**src/rtl/qgate_pkg.sv**
```systemverilog
// Shared types for the qubit gate scheduler: gate opcodes, FSM states and a width helper.
package qgate_pkg;

  typedef enum logic [1:0] {
    OP_NOP  = 2'd0,
    OP_X    = 2'd1,
    OP_H    = 2'd2,
    OP_WAIT = 2'd3
  } gate_op_e;

  typedef enum logic [1:0] {
    IDLE   = 2'd0,
    ISSUE  = 2'd1,
    SETTLE = 2'd2,
    WAIT   = 2'd3
  } sched_state_e;

  function automatic int unsigned max_u(input int unsigned a, input int unsigned b);
    return (a > b) ? a : b;
  endfunction

endpackage

```
**src/rtl/qubit_gate_scheduler_if.sv**
```systemverilog
// Request bus between NUM_REQ gate requesters and the scheduler.
interface qubit_gate_scheduler_if #(
  parameter int unsigned NUM_REQ = 4,
  parameter int unsigned ARG_W   = 8
);
  logic [NUM_REQ-1:0]       req_valid;
  logic [2*NUM_REQ-1:0]     req_op;
  logic [ARG_W*NUM_REQ-1:0] req_arg;
  logic [NUM_REQ-1:0]       req_ready;

  modport master (output req_valid, req_op, req_arg, input req_ready);
  modport slave  (input req_valid, req_op, req_arg, output req_ready);
endinterface

```
**src/rtl/rr_arbiter.sv**
```systemverilog
// Round-robin picker: first asserted request at or after ptr, as one-hot grant plus index.
module rr_arbiter #(
  parameter int unsigned N = 4
) (
  input  logic [N-1:0]         req,
  input  logic [$clog2(N)-1:0] ptr,
  output logic [N-1:0]         grant,
  output logic [$clog2(N)-1:0] idx,
  output logic                 found
);
  localparam int unsigned IW = $clog2(N);

  logic [2*N-1:0] dbl;
  logic [N-1:0]   rot;

  // Rotate so bit 0 of rot is the requester at ptr.
  assign dbl = {req, req};
  assign rot = N'(dbl >> ptr);

  always_comb begin
    grant = '0;
    idx   = '0;
    found = 1'b0;
    for (int unsigned k = 0; k < N; k++) begin
      if (!found && rot[k]) begin
        found = 1'b1;
        idx   = IW'((32'(ptr) + k) % N);
      end
    end
    if (found) grant[idx] = 1'b1;
  end

endmodule

```
**src/rtl/qubit_gate_scheduler.sv**
```systemverilog
// Shares one single-qubit control block among NUM_REQ requesters: round-robin grant,
// one-cycle X/H strobes, post-gate settle window and per-op completion report.
module qubit_gate_scheduler
  import qgate_pkg::*;
#(
  parameter int unsigned NUM_REQ       = 4,
  parameter int unsigned SETTLE_CYCLES = 3,
  parameter int unsigned ARG_W         = 8,
  parameter int unsigned CNT_W         = 16
) (
  input  logic                       clock,
  input  logic                       reset,
  input  logic                       halt,
  qubit_gate_scheduler_if.slave      req,
  output logic                       apply_X_gate,
  output logic                       apply_Hadamard_gate,
  output logic                       busy,
  output logic                       done_valid,
  output logic [$clog2(NUM_REQ)-1:0] done_id,
  output logic [CNT_W-1:0]           gate_count
);
  localparam int unsigned IW = $clog2(NUM_REQ);
  localparam int unsigned TW = max_u(ARG_W, 4);
  localparam logic [TW-1:0] SETTLE_LAST = TW'(SETTLE_CYCLES - 1);

  sched_state_e     state;
  logic [IW-1:0]    ptr;
  logic [IW-1:0]    id_q;
  gate_op_e         op_q;
  logic [TW-1:0]    timer;

  logic [NUM_REQ-1:0] win_grant;
  logic [IW-1:0]      win_idx;
  logic               win_found;
  logic               can_grant;
  logic               xfer;
  logic [1:0]         sel_op_bits;
  logic [ARG_W-1:0]   sel_arg;

  rr_arbiter #(.N(NUM_REQ)) u_arb (
    .req   (req.req_valid),
    .ptr   (ptr),
    .grant (win_grant),
    .idx   (win_idx),
    .found (win_found)
  );

  assign can_grant     = (state == IDLE) && !halt;
  assign xfer          = can_grant && win_found;
  assign req.req_ready = can_grant ? win_grant : '0;

  // Payload of the current winner.
  always_comb begin
    sel_op_bits = '0;
    sel_arg     = '0;
    for (int unsigned i = 0; i < NUM_REQ; i++) begin
      if (win_grant[i]) begin
        sel_op_bits = req.req_op[2*i +: 2];
        sel_arg     = req.req_arg[ARG_W*i +: ARG_W];
      end
    end
  end

  // Settle and wait share the down-counter; it holds remaining cycles minus one.
  always_ff @(posedge clock or posedge reset) begin
    if (reset) begin
      state               <= IDLE;
      ptr                 <= '0;
      id_q                <= '0;
      op_q                <= OP_NOP;
      timer               <= '0;
      apply_X_gate        <= 1'b0;
      apply_Hadamard_gate <= 1'b0;
      busy                <= 1'b0;
      done_valid          <= 1'b0;
      done_id             <= '0;
      gate_count          <= '0;
    end else begin
      apply_X_gate        <= 1'b0;
      apply_Hadamard_gate <= 1'b0;
      done_valid          <= 1'b0;
      case (state)
        IDLE: begin
          if (xfer) begin
            state               <= ISSUE;
            busy                <= 1'b1;
            id_q                <= win_idx;
            op_q                <= gate_op_e'(sel_op_bits);
            timer               <= TW'(sel_arg);
            apply_X_gate        <= (gate_op_e'(sel_op_bits) == OP_X);
            apply_Hadamard_gate <= (gate_op_e'(sel_op_bits) == OP_H);
            ptr                 <= (win_idx == IW'(NUM_REQ - 1)) ? '0 : win_idx + IW'(1);
          end
        end
        ISSUE: begin
          if (op_q == OP_X || op_q == OP_H) begin
            gate_count <= gate_count + CNT_W'(1);
            if (SETTLE_CYCLES > 0) begin
              state <= SETTLE;
              timer <= SETTLE_LAST;
            end else begin
              state      <= IDLE;
              busy       <= 1'b0;
              done_valid <= 1'b1;
              done_id    <= id_q;
            end
          end else if (op_q == OP_WAIT && timer != '0) begin
            state <= WAIT;
            timer <= timer - TW'(1);
          end else begin
            state      <= IDLE;
            busy       <= 1'b0;
            done_valid <= 1'b1;
            done_id    <= id_q;
          end
        end
        SETTLE, WAIT: begin
          if (timer == '0) begin
            state      <= IDLE;
            busy       <= 1'b0;
            done_valid <= 1'b1;
            done_id    <= id_q;
          end else begin
            timer <= timer - TW'(1);
          end
        end
        default: state <= IDLE;
      endcase
    end
  end

endmodule

```
**src/flat_wrapper.sv**
```systemverilog
// flat-port wrapper written by rule: the top's interface ports become plain ports
module qubit_gate_scheduler_flat import qgate_pkg::*;
#(
  parameter int unsigned NUM_REQ       = 4,
  parameter int unsigned SETTLE_CYCLES = 3,
  parameter int unsigned ARG_W         = 8,
  parameter int unsigned CNT_W         = 16
)
  (clock, reset, halt, apply_X_gate, apply_Hadamard_gate, busy, done_valid, done_id, gate_count, req_req_valid, req_req_op, req_req_arg, req_req_ready);
  qubit_gate_scheduler_if #(.NUM_REQ(NUM_REQ), .ARG_W(ARG_W)) req_i ();
  input  logic clock;
  input  logic reset;
  input  logic halt;
  output logic apply_X_gate;
  output logic apply_Hadamard_gate;
  output logic busy;
  output logic done_valid;
  output logic [$clog2(NUM_REQ)-1:0] done_id;
  output logic [CNT_W-1:0] gate_count;
  input wire logic [$bits(req_i.req_valid)-1:0] req_req_valid;
  input wire logic [$bits(req_i.req_op)-1:0] req_req_op;
  input wire logic [$bits(req_i.req_arg)-1:0] req_req_arg;
  output wire logic [$bits(req_i.req_ready)-1:0] req_req_ready;
  assign req_i.req_valid = req_req_valid;
  assign req_i.req_op = req_req_op;
  assign req_i.req_arg = req_req_arg;
  assign req_req_ready = req_i.req_ready;
  qubit_gate_scheduler #(.NUM_REQ(NUM_REQ), .SETTLE_CYCLES(SETTLE_CYCLES), .ARG_W(ARG_W), .CNT_W(CNT_W)) u_core (.clock(clock), .reset(reset), .halt(halt), .req(req_i), .apply_X_gate(apply_X_gate), .apply_Hadamard_gate(apply_Hadamard_gate), .busy(busy), .done_valid(done_valid), .done_id(done_id), .gate_count(gate_count));
endmodule
```
**config.mk**
```make
export PLATFORM = sky130hd
export DESIGN_NAME = qubit_gate_scheduler_flat
export DESIGN_NICKNAME = d
export VERILOG_FILES = /design/src/rtl/qgate_pkg.sv /design/src/rtl/qubit_gate_scheduler_if.sv /design/src/rtl/rr_arbiter.sv /design/src/rtl/qubit_gate_scheduler.sv /design/src/flat_wrapper.sv
export SDC_FILE = /design/constraint.sdc
export NUM_CORES = 1
export LEC_CHECK = 0
export ABC_CLOCK_PERIOD_IN_PS = 5300
export CAP_MARGIN = 5
export CORE_MARGIN = 4
export CORE_UTILIZATION = 52
export CTS_BUF_LIST = sky130_fd_sc_hd__clkbuf_4
export DETAILED_ROUTE_END_ITERATION = 16
export HOLD_SLACK_MARGIN = 0.12
export PLACE_DENSITY = 0.88
export SLEW_MARGIN = 20
export SYNTH_ARGS = -nofsm -noshare
export SYNTH_HDL_FRONTEND = slang
export SYNTH_HIERARCHICAL = 1
export SYNTH_SLANG_ARGS = --single-unit
```
**constraint.sdc**
```tcl
create_clock -name clock -period 5.3 [get_ports clock]
set_input_delay 0.53 -clock clock [delete_from_list [all_inputs] [get_ports clock]]
set_output_delay 0.53 -clock clock [all_outputs]
set_load 0.05 [all_outputs]
```
Word-level counts from Yosys, hierarchy flattened:

Index checks and enable logic that the tools add are counted.

* add/subtract/negate cells: 6
* $lt $le $gt $ge: 2
* equality and inequality tests: 15
* shifts and indexed selects: 1
* mux-type cells: 48
* reduce and logical (&&, ||, !) cells: 23

Operators by type and width (number)
* $mux W8: 8
* $mux W2: 16
* $pmux W8 S3: 1
* $add A16 B1 Y16 const B: 1
* $mux W1: 16
* $eq A2 B2 Y1 const B: 6
* $logic_not A8 Y1: 1
* $mux W4: 2
* $reduce_and A4 Y1: 2
* $reduce_bool A8 Y1: 1
* $shr A8 B2 Y4: 1
* $sub A8 B1 Y8 const B: 1
* $logic_and A1 B1 Y1: 7
* $eq A2 B1 Y1 const B: 3
* $ne A2 B2 Y1 const B: 3
* $pmux W2 S3: 1
* $reduce_and A2 Y1: 3
* $add A2 B1 Y2 const B: 2
* $add A2 B2 Y2 const B: 2
* $logic_not A1 Y1: 4
* $ne A2 B1 Y1 const B: 2
* $pmux W2 S2: 1
* $lt A2 B3 Y1 const B: 1
* $ne A3 B1 Y1 const B: 1
* 9 further kinds: 9

* flip-flop bits (word level): 38
* input port bits: 47
* output and inout bits: 26
* word-level logic and storage cells: 106

Longest topological paths before layout:

Gate-level depths: netlist of the first run.

* depth after elaboration: 23
* gate-level depth with buffers: 10
* gate-level depth less buffers: 8

By module:

The synthesis of the first run kept the hierarchy.

By module, submodules not included
* qubit_gate_scheduler: times used 1, cells each 222, area each 2139.6 um^2, seq. area each 950.9 um^2
* rr_arbiter: times used 1, cells each 33, area each 211.5 um^2, seq. area each 0.0 um^2

Least setup slack after synthesis of the first run:

Ideal clock, no wire load.

* path type: input-to-output
* start point: input req_req_valid[0]
* end point: output req_req_ready[2]
* arrival time: 1.845 ns
* required time: 4.770 ns
* slack: 2.925 ns
* stages on the path: 6
* path buffers: 2
* cell sequence: buf_2 > nor2_1 > o21ai_0 > a21boi_0 > clkbuf_1 > and2_1

* word-level cells in the longest chain between the ends: 17
* elaborated cells between the ends (all ways): 22
* those cells by class: 2 x order compare; 1 x shift; 12 x mux; 7 x reduce/logical

Ends and longest elaborated chain
* from (decl): line flat_wrapper.sv:20 `input wire logic [$bits(req_i.req_valid)-1:0] req_req_valid;`
* $shr A8 B2 Y4 *: line rr_arbiter.sv:18 `assign rot = N'(dbl >> ptr);`
* $mux W1: line rr_arbiter.sv:25 `if (!found && rot[k]) begin`
* $logic_not A1 Y1: line rr_arbiter.sv:25
* $logic_and A1 B1 Y1: line rr_arbiter.sv:25
* $mux W1: line rr_arbiter.sv:25
* $logic_not A1 Y1: line rr_arbiter.sv:25
* $logic_and A1 B1 Y1: line rr_arbiter.sv:25
* $mux W1: line rr_arbiter.sv:25
* (+2 left out)
* $mux W2: line rr_arbiter.sv:25
* $lt A2 B3 Y1 (not written as such) / $ge A2 B1 Y1 (equally long branches): line rr_arbiter.sv:30 `if (found) grant[idx] = 1'b1;`
* $logic_and A1 B1 Y1 (not written as such): line rr_arbiter.sv:30
* $mux W1 (not written as such): line rr_arbiter.sv:30
* $demux W1 S2: line rr_arbiter.sv:30
* $mux W4 *: line rr_arbiter.sv:30
* net u_core.win_grant[2]: line qubit_gate_scheduler.sv:32 `logic [NUM_REQ-1:0] win_grant;`
* $mux W4 *: line qubit_gate_scheduler.sv:50 `assign req.req_ready = can_grant ? win_grant : '0;`
* to (decl): line flat_wrapper.sv:23 `output wire logic [$bits(req_i.req_ready)-1:0] req_req_ready;`

Mark *: on every way through the listed nets, which the timed path passes. The rest lies on a longest branch.

Worst setup path in the final report of the first run:

* start point: input req_req_valid[2]
* end point: output req_req_ready[3]

Same word-level chain as after synthesis.

==> flow_summary_export.csv, run 1 <==
group,metric,value,unit
power,p_per_area,439,mW/mm²
worst_setup_path,worstPathRequired,4.77,ns
place,portBuffers,72,
finish,drive_gt1_share,5.30,%
worst_setup_path,start_kind,"input pin",
finish,area_delta_synth_final,33.5,%
worst_setup_path,crit_arrival,2.71,ns
clocking,insertion_delay,0.34,ns
floorplanning,start_util,54.0,%
worst_setup_path,rrSetupSlack,2.79,ns
power,peakVddDrop,0.340,mV
timing,clock_skew,0.00873,ns
floorplanning,die_w,75.2,µm
clocking,hold_buffers,0,
global_routing,grt_remaining_overflow,0,
min_path,min_path_cells,2,
power,comb_power_share,52.0,%
worst_setup_path,critical_path_class,"input pin to output pin",
routing,dr.pass1.iters,6,
timing,setup_tns,0,ns
worst_setup_path,cp_cell_sequence,"clkdlybuf4s50_1, a21oi_1, o221a_2, and2_1, clkdlybuf4s50_1",
finish,multi_input_area,0.00127,mm²
timing,min_period,3.24,ns
finish,antennaDiodeCount,0,
yosys,synth_flop_cell,"dfrtp_1",
outcome,status,"completed",
clocking,cts_resized,0,
place,hpwl,4330,µm
timing,drv_slew,0,
global_routing,use_met1,27.3,%
yosys,synth_edf_count,0,
clocking,cts_setup_buffers,0,
yosys,synth_area,0.00235,mm²
worst_setup_path,end_kind,"output pin",
place,place_congestion,0.826,
floorplanning,fp-row-count,24,
clocking,cts_root_buf,"clkbuf_4",
yosys,synth-compound-area-share,23.3,%
yosys,synth_top_family_by_area,"compound AO/OA/AOI/OAI gates",
timing,setup_ws,2.06,ns
yosys,synth_fp_nets,307,
clocking,clk_pin_slew,0.11,ns
power,swShare,43.7,%
min_path,hold_class,"register to register",
timing,worst_pin_slew,0.611,ns
routing,drt_iter0_markers,198,
floorplanning,die_area,0.00566,mm²
finish,fill_cells,344,
worst_setup_path,cp_max_fo,22,
yosys,syn_avg_cell_area,9.22,µm²
global_routing,busiest_layer,"met2",
power,cellInternalPower,777,µW
timing,fin_crit_sh,61.1,%
yosys,synth-xor-area-share,5.59,%
power,clkPwrFrac,13.6,%
timing,finalHoldViolCount,0,
clocking,cts_buffers,5,
yosys,yosys_warnings,6,
yosys,async_flop_share,100,%
yosys,synth.area.mux_share,1.86,%
global_routing,grt_start_max_net_pins,39,
timing,finalSetupViolations,0,
yosys,synth_fa_ha_area_share,2.66,%
worst_setup_path,r2r-end,"u_core/timer[3]",
worst_setup_path,crit_slowest_cell,"clkdlybuf4s50_1",
routing,vias_per_cell,5.75,
routing,num_vias,2145,
worst_setup_path,max_stage_delay,0.79,ns
finish,final_cell_mix,"clkdlybuf4s50_1, dfrtp_1, nand2_1",
routing,antenna_left,0,
global_routing,track_usage,21.3,%
finish,final_common_cell,"clkdlybuf4s50_1",
routing,wl_per_cell,15.2,µm
timing,relSlewSlack,59.2,%
floorplanning,fp.dieH,75.2,µm
global_routing,use_met2,35.8,%
worst_setup_path,cp_common_cell,"clkdlybuf4s50_1",
timing,rsz0062_at_grt,"false",
power,p_total,1.38,mW
yosys,synth-seq-cells,38,
global_routing,antenna_found_initial,0,
yosys,ys_seq_area_share,40.4,%
routing,wirelength,5680,µm
worst_setup_path,r2r_cells,7,
floorplanning,io_pins,73,
global_routing,met3_usage,4.14,%
min_path,holdPathEnd,"u_core/id_q[0]",
clocking,clockBufferDepth,2,
yosys,yosys.area_share.simple,20.6,%
timing,fmax,0.309,GHz
global_routing,grt_pass1_vias,2056,
clocking,h-tree-depth,2,
yosys,synthCells,255,
clocking,cts_sinks,38,
min_path,worstHoldStart,"u_core/id_q[0]",
finish,num-nets-final,373,
clocking,cts_tree,"built",
finish,seqCellArea,951,µm²
power,p_sw,602,µW
place,dpl_cell_area,0.00307,mm²
finish,final_area,0.00314,mm²
routing,drc,0,
place,post-place-ws,2.08,ns
power,p_seq_share,34.4,%
yosys,synth_cell_type_count,53,
floorplanning,core_area,0.00435,mm²
power,p_leak,1.33,nW
global_routing,grt_pass1_wl,9250,µm
worst_setup_path,r2r_start,"u_core/ptr[1]",
run,max-cap-violations,0,
==> cells by family (layout without fill, tap and decap cells) <==
| family | Yosys count | after routing |
|---|---|---|
| buf+inv | 27 | 93 |
| simple gates | 89 | 89 |
| compound gates | 77 | 77 |
| mux | 4 | 4 |
| flops | 38 | 38 |
| xor+xnor | 15 | 15 |
| fa+ha+maj | 5 | 5 |
==> power by group through the flow <==
| stage | clock [mW] | sequential, mW | combinational, mW |
|---|---|---|---|
| finish | 0.187 | 0.474 | 0.717 |
| detailed placement | 0 | 0.480 | 0.712 |
| CTS | 0.193 | 0.474 | 0.717 |
| floorplan | 0 | 0.534 | 0.481 |
| global placement | 0 | 0.475 | 0.695 |
| global route | 0.206 | 0.491 | 0.790 |
==> synth_stat cells (6+ instances only) <==
master    instances  area share (%)
nor2b_1          10             2.7
a21oi_1          14             3.0
dfrtp_1          38              40
a221oi_1          8             3.0
o21ai_1          12             2.6
xnor2_1          13             4.8
inv_1            12             1.9
clkbuf_1          7             1.1
and2_1            6             1.6
o21ai_0           6             1.3
nand2_1          27             4.3
nand3_1           6             1.3
nor2_1           15             2.4
==> state kept, by name, indices dropped and copies added, names as in the netlist <==
register                    flops
u_core/apply_Hadamard_gate      1
u_core/apply_X_gate             1
u_core/busy                     1
u_core/done_id                  2
u_core/done_valid               1
u_core/gate_count              16
u_core/id_q                     2
u_core/op_q                     2
u_core/ptr                      2
u_core/state                    2
u_core/timer                    8
==> area by class of cell <==
cell class                 count  share of cell area (%)
multi-input combinational    190                    40.5
inverter                      12                    1.44
sequential                    38                    30.3
tap                           52                    2.07
timing repair buffer          74                    23.4
clock inverter                 2                    1.08
clock buffer                   5                    1.20
==> worst max path at each step <==
stage	from	to	slack (ns)	cells past startpoint
final	req_req_valid[2]	req_req_ready[3]	2.06	5
after global placement	req_req_valid[2]	req_req_ready[3]	2.11	5
after CTS	req_req_valid[2]	req_req_ready[3]	2.08	5
after detailed placement	req_req_valid[2]	req_req_ready[3]	2.08	5
after global routing	u_core/ptr[1]	req_req_ready[3]	1.93	5
after floorplan	req_req_valid[0]	req_req_ready[2]	2.92	6
==> per-stage QoR <==
step	hold WS, ns	utilization [%]	instances
floorplan	0.442	-	255
global placement	0.461	70.4	366
detailed placement	0.475	70.4	366
CTS	0.498	72.1	373
global route	0.522	72.1	373
finish	0.493	72.1	373
==> layer usage <==
| metal | vias up | routed length (µm) |
|---|---|---|
| met5 | - | 0 |
| met4 | 0 | 79 |
| met3 | 10 | 281 |
| met2 | 63 | 2960 |
| met1 | 1012 | 2360 |
| li1 | 1060 | - |
==> critical path, delay by kind of cell <==
family	cells	cell delay, ns
and+or+nand+nor	1	0.18
AOI/OAI and AO/OA	2	0.65
buffers and inverters	2	1.34
Power figures use the tool's default switching activity.
==> run 2, diff against run 1 <==
ABC_CLOCK_PERIOD_IN_PS = 3300   (was 5300)
CORE_UTILIZATION = 48   (was 52)
PLACE_DENSITY = 0.82   (was 0.88)
clock period = 3.3 ns   (was 5.3 ns; I/O delays follow)
==> run 2 against run 1 <==
Net effect: global-route usage shrank 1.2 points; core utilization down 4.5 points; combinational power is 62% higher; design area increased by 1.7%; power grew 68%; first-iteration DRC count down 39%; flip-flop and latch count unchanged; sequential share of layout area decreased by 0.51 points; largest power group unchanged.
==> flow_summary_export.csv, run 2 (synthesized netlist as in run 1, its figures left out) <==
group,metric,value,unit
timing,setup_tns,0,ns
global_routing,grt_pass1_wl,9800,µm
floorplanning,io_pins,73,
clocking,cts_setup_buffers,0,
floorplanning,start_util,49.8,%
finish,final_common_cell,"clkdlybuf4s50_1",
timing,relSlewSlack,61.1,%
worst_setup_path,worstPathRequired,2.97,ns
routing,drt_iter0_markers,120,
timing,clock_skew,0.00944,ns
finish,area_delta_synth_final,35.8,%
power,comb_power_share,50.0,%
floorplanning,core_area,0.00472,mm²
timing,drv_slew,0,
finish,num-nets-final,373,
clocking,insertion_delay,0.34,ns
worst_setup_path,critical_path_class,"register to output pin",
global_routing,grt_pass1_vias,2053,
global_routing,grt_remaining_overflow,0,
finish,fill_cells,376,
worst_setup_path,crit_arrival,2.64,ns
timing,fmax,0.337,GHz
worst_setup_path,cp_max_fo,22,
clocking,h-tree-depth,2,
place,place_congestion,0.821,
clocking,clk_pin_slew,0.12,ns
global_routing,antenna_found_initial,0,
clocking,cts_resized,0,
finish,largest_reg_flops,16,
timing,finalSetupViolations,0,
worst_setup_path,cp_num_buf_inv,2,
clocking,cts_root_buf,"clkbuf_4",
routing,dr.pass1.iters,4,
finish,antennaDiodeCount,0,
routing,vias_per_cell,5.47,
timing,fin_crit_sh,89.9,%
power,p_sw,983,µW
worst_setup_path,rrSetupSlack,0.90,ns
finish,final_area,0.00319,mm²
clocking,cts_sinks,38,
floorplanning,fp-row-count,25,
place,dpl_cell_area,0.00309,mm²
min_path,hold_class,"input pin to asynchronous set/reset pin",
power,swShare,42.5,%
timing,min_period,2.97,ns
timing,worst_pin_slew,0.582,ns
clocking,cts_tree,"built",
floorplanning,fp.dieH,78.0,µm
finish,drive_gt1_share,5.90,%
routing,wirelength,5820,µm
timing,rsz0062_at_grt,"false",
worst_setup_path,end_kind,"output pin",
place,portBuffers,72,
global_routing,track_usage,20.1,%
power,p_leak,1.35,nW
run,max-cap-violations,0,
worst_setup_path,cp_top_family,"buffers and inverters",
finish,top_register,"u_core/gate_count",
routing,antenna_left,0,
worst_setup_path,crit_slowest_cell,"clkdlybuf4s50_1",
finish,final_cell_mix,"clkdlybuf4s50_1, dfrtp_1, nand2_1",
routing,drc,0,
power,p_seq_share,33.1,%
global_routing,grt_start_max_net_pins,39,
worst_setup_path,r2r_start,"u_core/ptr[1]",
power,peakVddDrop,0.551,mV
power,clkPwrFrac,16.9,%
routing,num_vias,2129,
worst_setup_path,r2r_cells,7,
clocking,clockBufferDepth,2,
worst_setup_path,cp_cell_sequence,"inv_1, a21oi_1, o221a_2, and2_1, clkdlybuf4s50_1",
worst_setup_path,r2r-end,"u_core/timer[7]",
routing,wl_per_cell,15.0,µm
finish,reg_top3,"u_core/gate_count x16, u_core/timer x8",
place,hpwl,4410,µm
floorplanning,die_w,78.0,µm
power,p_per_area,725,mW/mm²
floorplanning,die_area,0.00608,mm²
power,cellInternalPower,1.33,mW
clocking,cts_buffers,5,
timing,finalHoldViolCount,0,
worst_setup_path,max_stage_delay,0.80,ns
outcome,status,"completed",
clocking,hold_buffers,0,
worst_setup_path,start_kind,"register",
[run 2: cell count changes in the layout (fill, tap and decap cells not counted)]
cell       before  now
clkinv_1        1    0
clkinv_4        0    1
bufinv_16       1    2
[run 2: per-layer routing]
layer,GRT usage (%),routed length (µm)
met3,4.29,316
met1,25.1,2380
met5,0,0
met4,6.47,108
met2,34.3,3020
[run 2: worst reg2reg max path: stages, from the launching register on]
cell	delay, ns
dfrtp_1	0.58
a21oi_1	0.12
o221a_2	0.38
nor2b_1	0.50
a221oi_1	0.19
o41ai_1	0.36
a31oi_1	0.09
o21ai_1	0.13
[run 2: how the worst max path moves through the flow]
stage                  endpoint  cells past startpoint              from  slack, ns
6_report       req_req_ready[3]                      5     u_core/ptr[1]       0.33
3_3_place_gp   req_req_ready[3]                      5  req_req_valid[0]       0.49
2_1_floorplan  req_req_ready[2]                      6     u_core/ptr[1]       1.24
4_1_cts        req_req_ready[3]                      5     u_core/ptr[1]       0.33
3_5_place_dp   req_req_ready[3]                      5  req_req_valid[0]       0.45
5_1_grt        req_req_ready[3]                      5     u_core/ptr[1]       0.17
[run 2: layout make-up]
class | count | area (µm²) | area share, %
Sequential cell | 38 | 951 | 29.8
Timing Repair Buffer | 74 | 736 | 23.0
Clock inverter | 3 | 68.8 | 2.16
Tap cell | 67 | 83.8 | 2.63
Inverter | 12 | 45.0 | 1.41
Clock buffer | 5 | 37.5 | 1.18
Multi-Input combinational cell | 190 | 1270 | 39.8
[run 2: stage by stage]
step | worst slack [ns] | total power [mW] | utilization (%) | hold WS, ns | instances
after detailed placement | 0.446 | 1.93 | 65.3 | 0.463 | 381
after global placement | 0.488 | 1.89 | 65.3 | 0.460 | 381
after CTS | 0.332 | 2.33 | 67.6 | 0.396 | 389
after global routing | 0.165 | 2.50 | 67.6 | 0.405 | 389
final | 0.332 | 2.31 | 67.6 | 0.389 | 389
after floorplan | 1.24 | 1.63 | - | 0.442 | 255
[run 2: power groups by stage]
stage	Combinational (mW)	Sequential (mW)	Clock [mW]
after global placement	1.12	0.766	0
after CTS	1.16	0.765	0.402
after detailed placement	1.15	0.775	0
after global routing	1.27	0.793	0.434
final	1.16	0.766	0.391
after floorplan	0.772	0.858	0
==> variant (flow settings as in run 2) <==
`NUM_REQ` is set to 4 in 3 places; all go to 8.
--- a/src/rtl/qubit_gate_scheduler_if.sv
+++ b/src/rtl/qubit_gate_scheduler_if.sv
@@ -2,3 +2,3 @@
 interface qubit_gate_scheduler_if #(
-  parameter int unsigned NUM_REQ = 4,
+  parameter int unsigned NUM_REQ = 8,
   parameter int unsigned ARG_W   = 8
--- a/src/rtl/qubit_gate_scheduler.sv
+++ b/src/rtl/qubit_gate_scheduler.sv
@@ -5,3 +5,3 @@
 #(
-  parameter int unsigned NUM_REQ       = 4,
+  parameter int unsigned NUM_REQ       = 8,
   parameter int unsigned SETTLE_CYCLES = 3,
--- a/src/flat_wrapper.sv
+++ b/src/flat_wrapper.sv
@@ -3,3 +3,3 @@
 #(
-  parameter int unsigned NUM_REQ       = 4,
+  parameter int unsigned NUM_REQ       = 8,
   parameter int unsigned SETTLE_CYCLES = 3,
Ports: changed (5 resized); port bits go from 73 to 122. No check against the original RTL was run, so the function may have changed too.
==> variant against run 2 <==
The run now ends with setup timing left. Die area is 65% higher. Wire length rose to 2.7 times the old value. Setup slack got worse by 990 ps. Via count is 130% higher. Critical path depth is 9 higher. Cell area up 110%. Power increased to 3.8 times the old value. Synthesized area is 74% higher. Sequential cell count up 3.
==> variant: results (changes against run 2) <==
| Group | Item | This run | vs run 2 |
|---|---|---|---|
| worst setup path | Arrival time of data at the critical path endpoint | 4230 ps | +1590 ps |
| global route | GR Layer Usage met2 | 0.4913 | +0.1480 |
| synthesis | Multiplexer share of the synthesized area | 0.1559 | +0.1373 |
| worst setup path | Max FO, Critical Path | 6 | -73% |
| worst setup path | Slowest library cell on the worst path | mux4_2 |  |
| synthesis | Largest cells by area after synthesis | dfrtp_1 (25%), mux2_2 (4.4%), o21ai_0 (4.0%), mux4_2 (3.9%), mux4_1 (3.2%) |  |
| synthesis | Net Count, Synth | 553 | +80% |
| sta | Final number of setup-violating endpoints | 20 | +20 |
| route | Met2 wirelength from detailed routing | 7472 um | +150% |
| worst setup path | Family of cells with the greatest summed delay on the critical path | compound AO/OA/AOI/OAI gates |  |
| global route | Met1 Track Usage GR | 0.3885 | +0.1370 |
| route | Met1 Wirelength | 5973 um | +150% |
| placed design | I/O Buffers | 121 | +68% |
| sta | Worst clock skew | 7.637 ps | -1.804 ps |
| route | Number of design-rule violations left by the first detailed-router iteration | 443 | +270% |
| placed design | DP Wirelength | 11,050 um | +150% |
| clocking | Quantity of gates resized following cts | 75 | +75 |
| sta | Normalized max-slew margin | 0.5226 | -0.08880 |
| placed design | Pre-CTS setup slack | -1104 ps | -1550 ps |
| run status | Outcome | finished, violations left |  |
| worst setup path | Reg-to-Reg Start | u_core/ptr[0]$_DFFE_PP0P_ |  |
| run status | Failing checks | setup timing |  |
| route | Routed via count divided by cell count | 6.302 | +15% |
| sta | Setup slack of the critical path after layout | -657.9 ps | -990.4 ps |
| route | Wire length reported by the detailed router | 15,560 um | +170% |
| sta | Total Neg Setup Slack | -10,660 ps | -10,660 ps |
==> variant: path summary, 6_finish.rpt <==
kind                                                     end  slack [ps]  depth (start not counted)
max in group asynchronous          u_core/ptr[0]$_DFFE_PP0P_        2540                          3
hold reg to reg            u_core/gate_count[15]$_DFFE_PP0P_         480                          1
hold / removal              u_core/gate_count[6]$_DFFE_PP0P_         390                          3
setup / recovery                 u_core/timer[1]$_DFFE_PP0P_        -660                         14
setup reg to reg                 u_core/timer[1]$_DFFE_PP0P_        -660                         14
min in group clock         u_core/gate_count[15]$_DFFE_PP0P_         480                          1
==> variant: where the power goes <==
| group | internal (W) | switching (W) |
|---|---|---|
| Clock | 0.0000808 | 0.000168 |
| Combinational | 0.00379 | 0.00390 |
| Sequential | 0.000678 | 0.000196 |
==> variant: area by class of cell <==
class	count	share of cell area
tap	105	0.01926
clock buffer	5	0.005504
inverter	23	0.01523
timing repair buffer	243	0.3471
sequential	41	0.1508
multi-input combinational	357	0.4595
clock inverter	3	0.002568
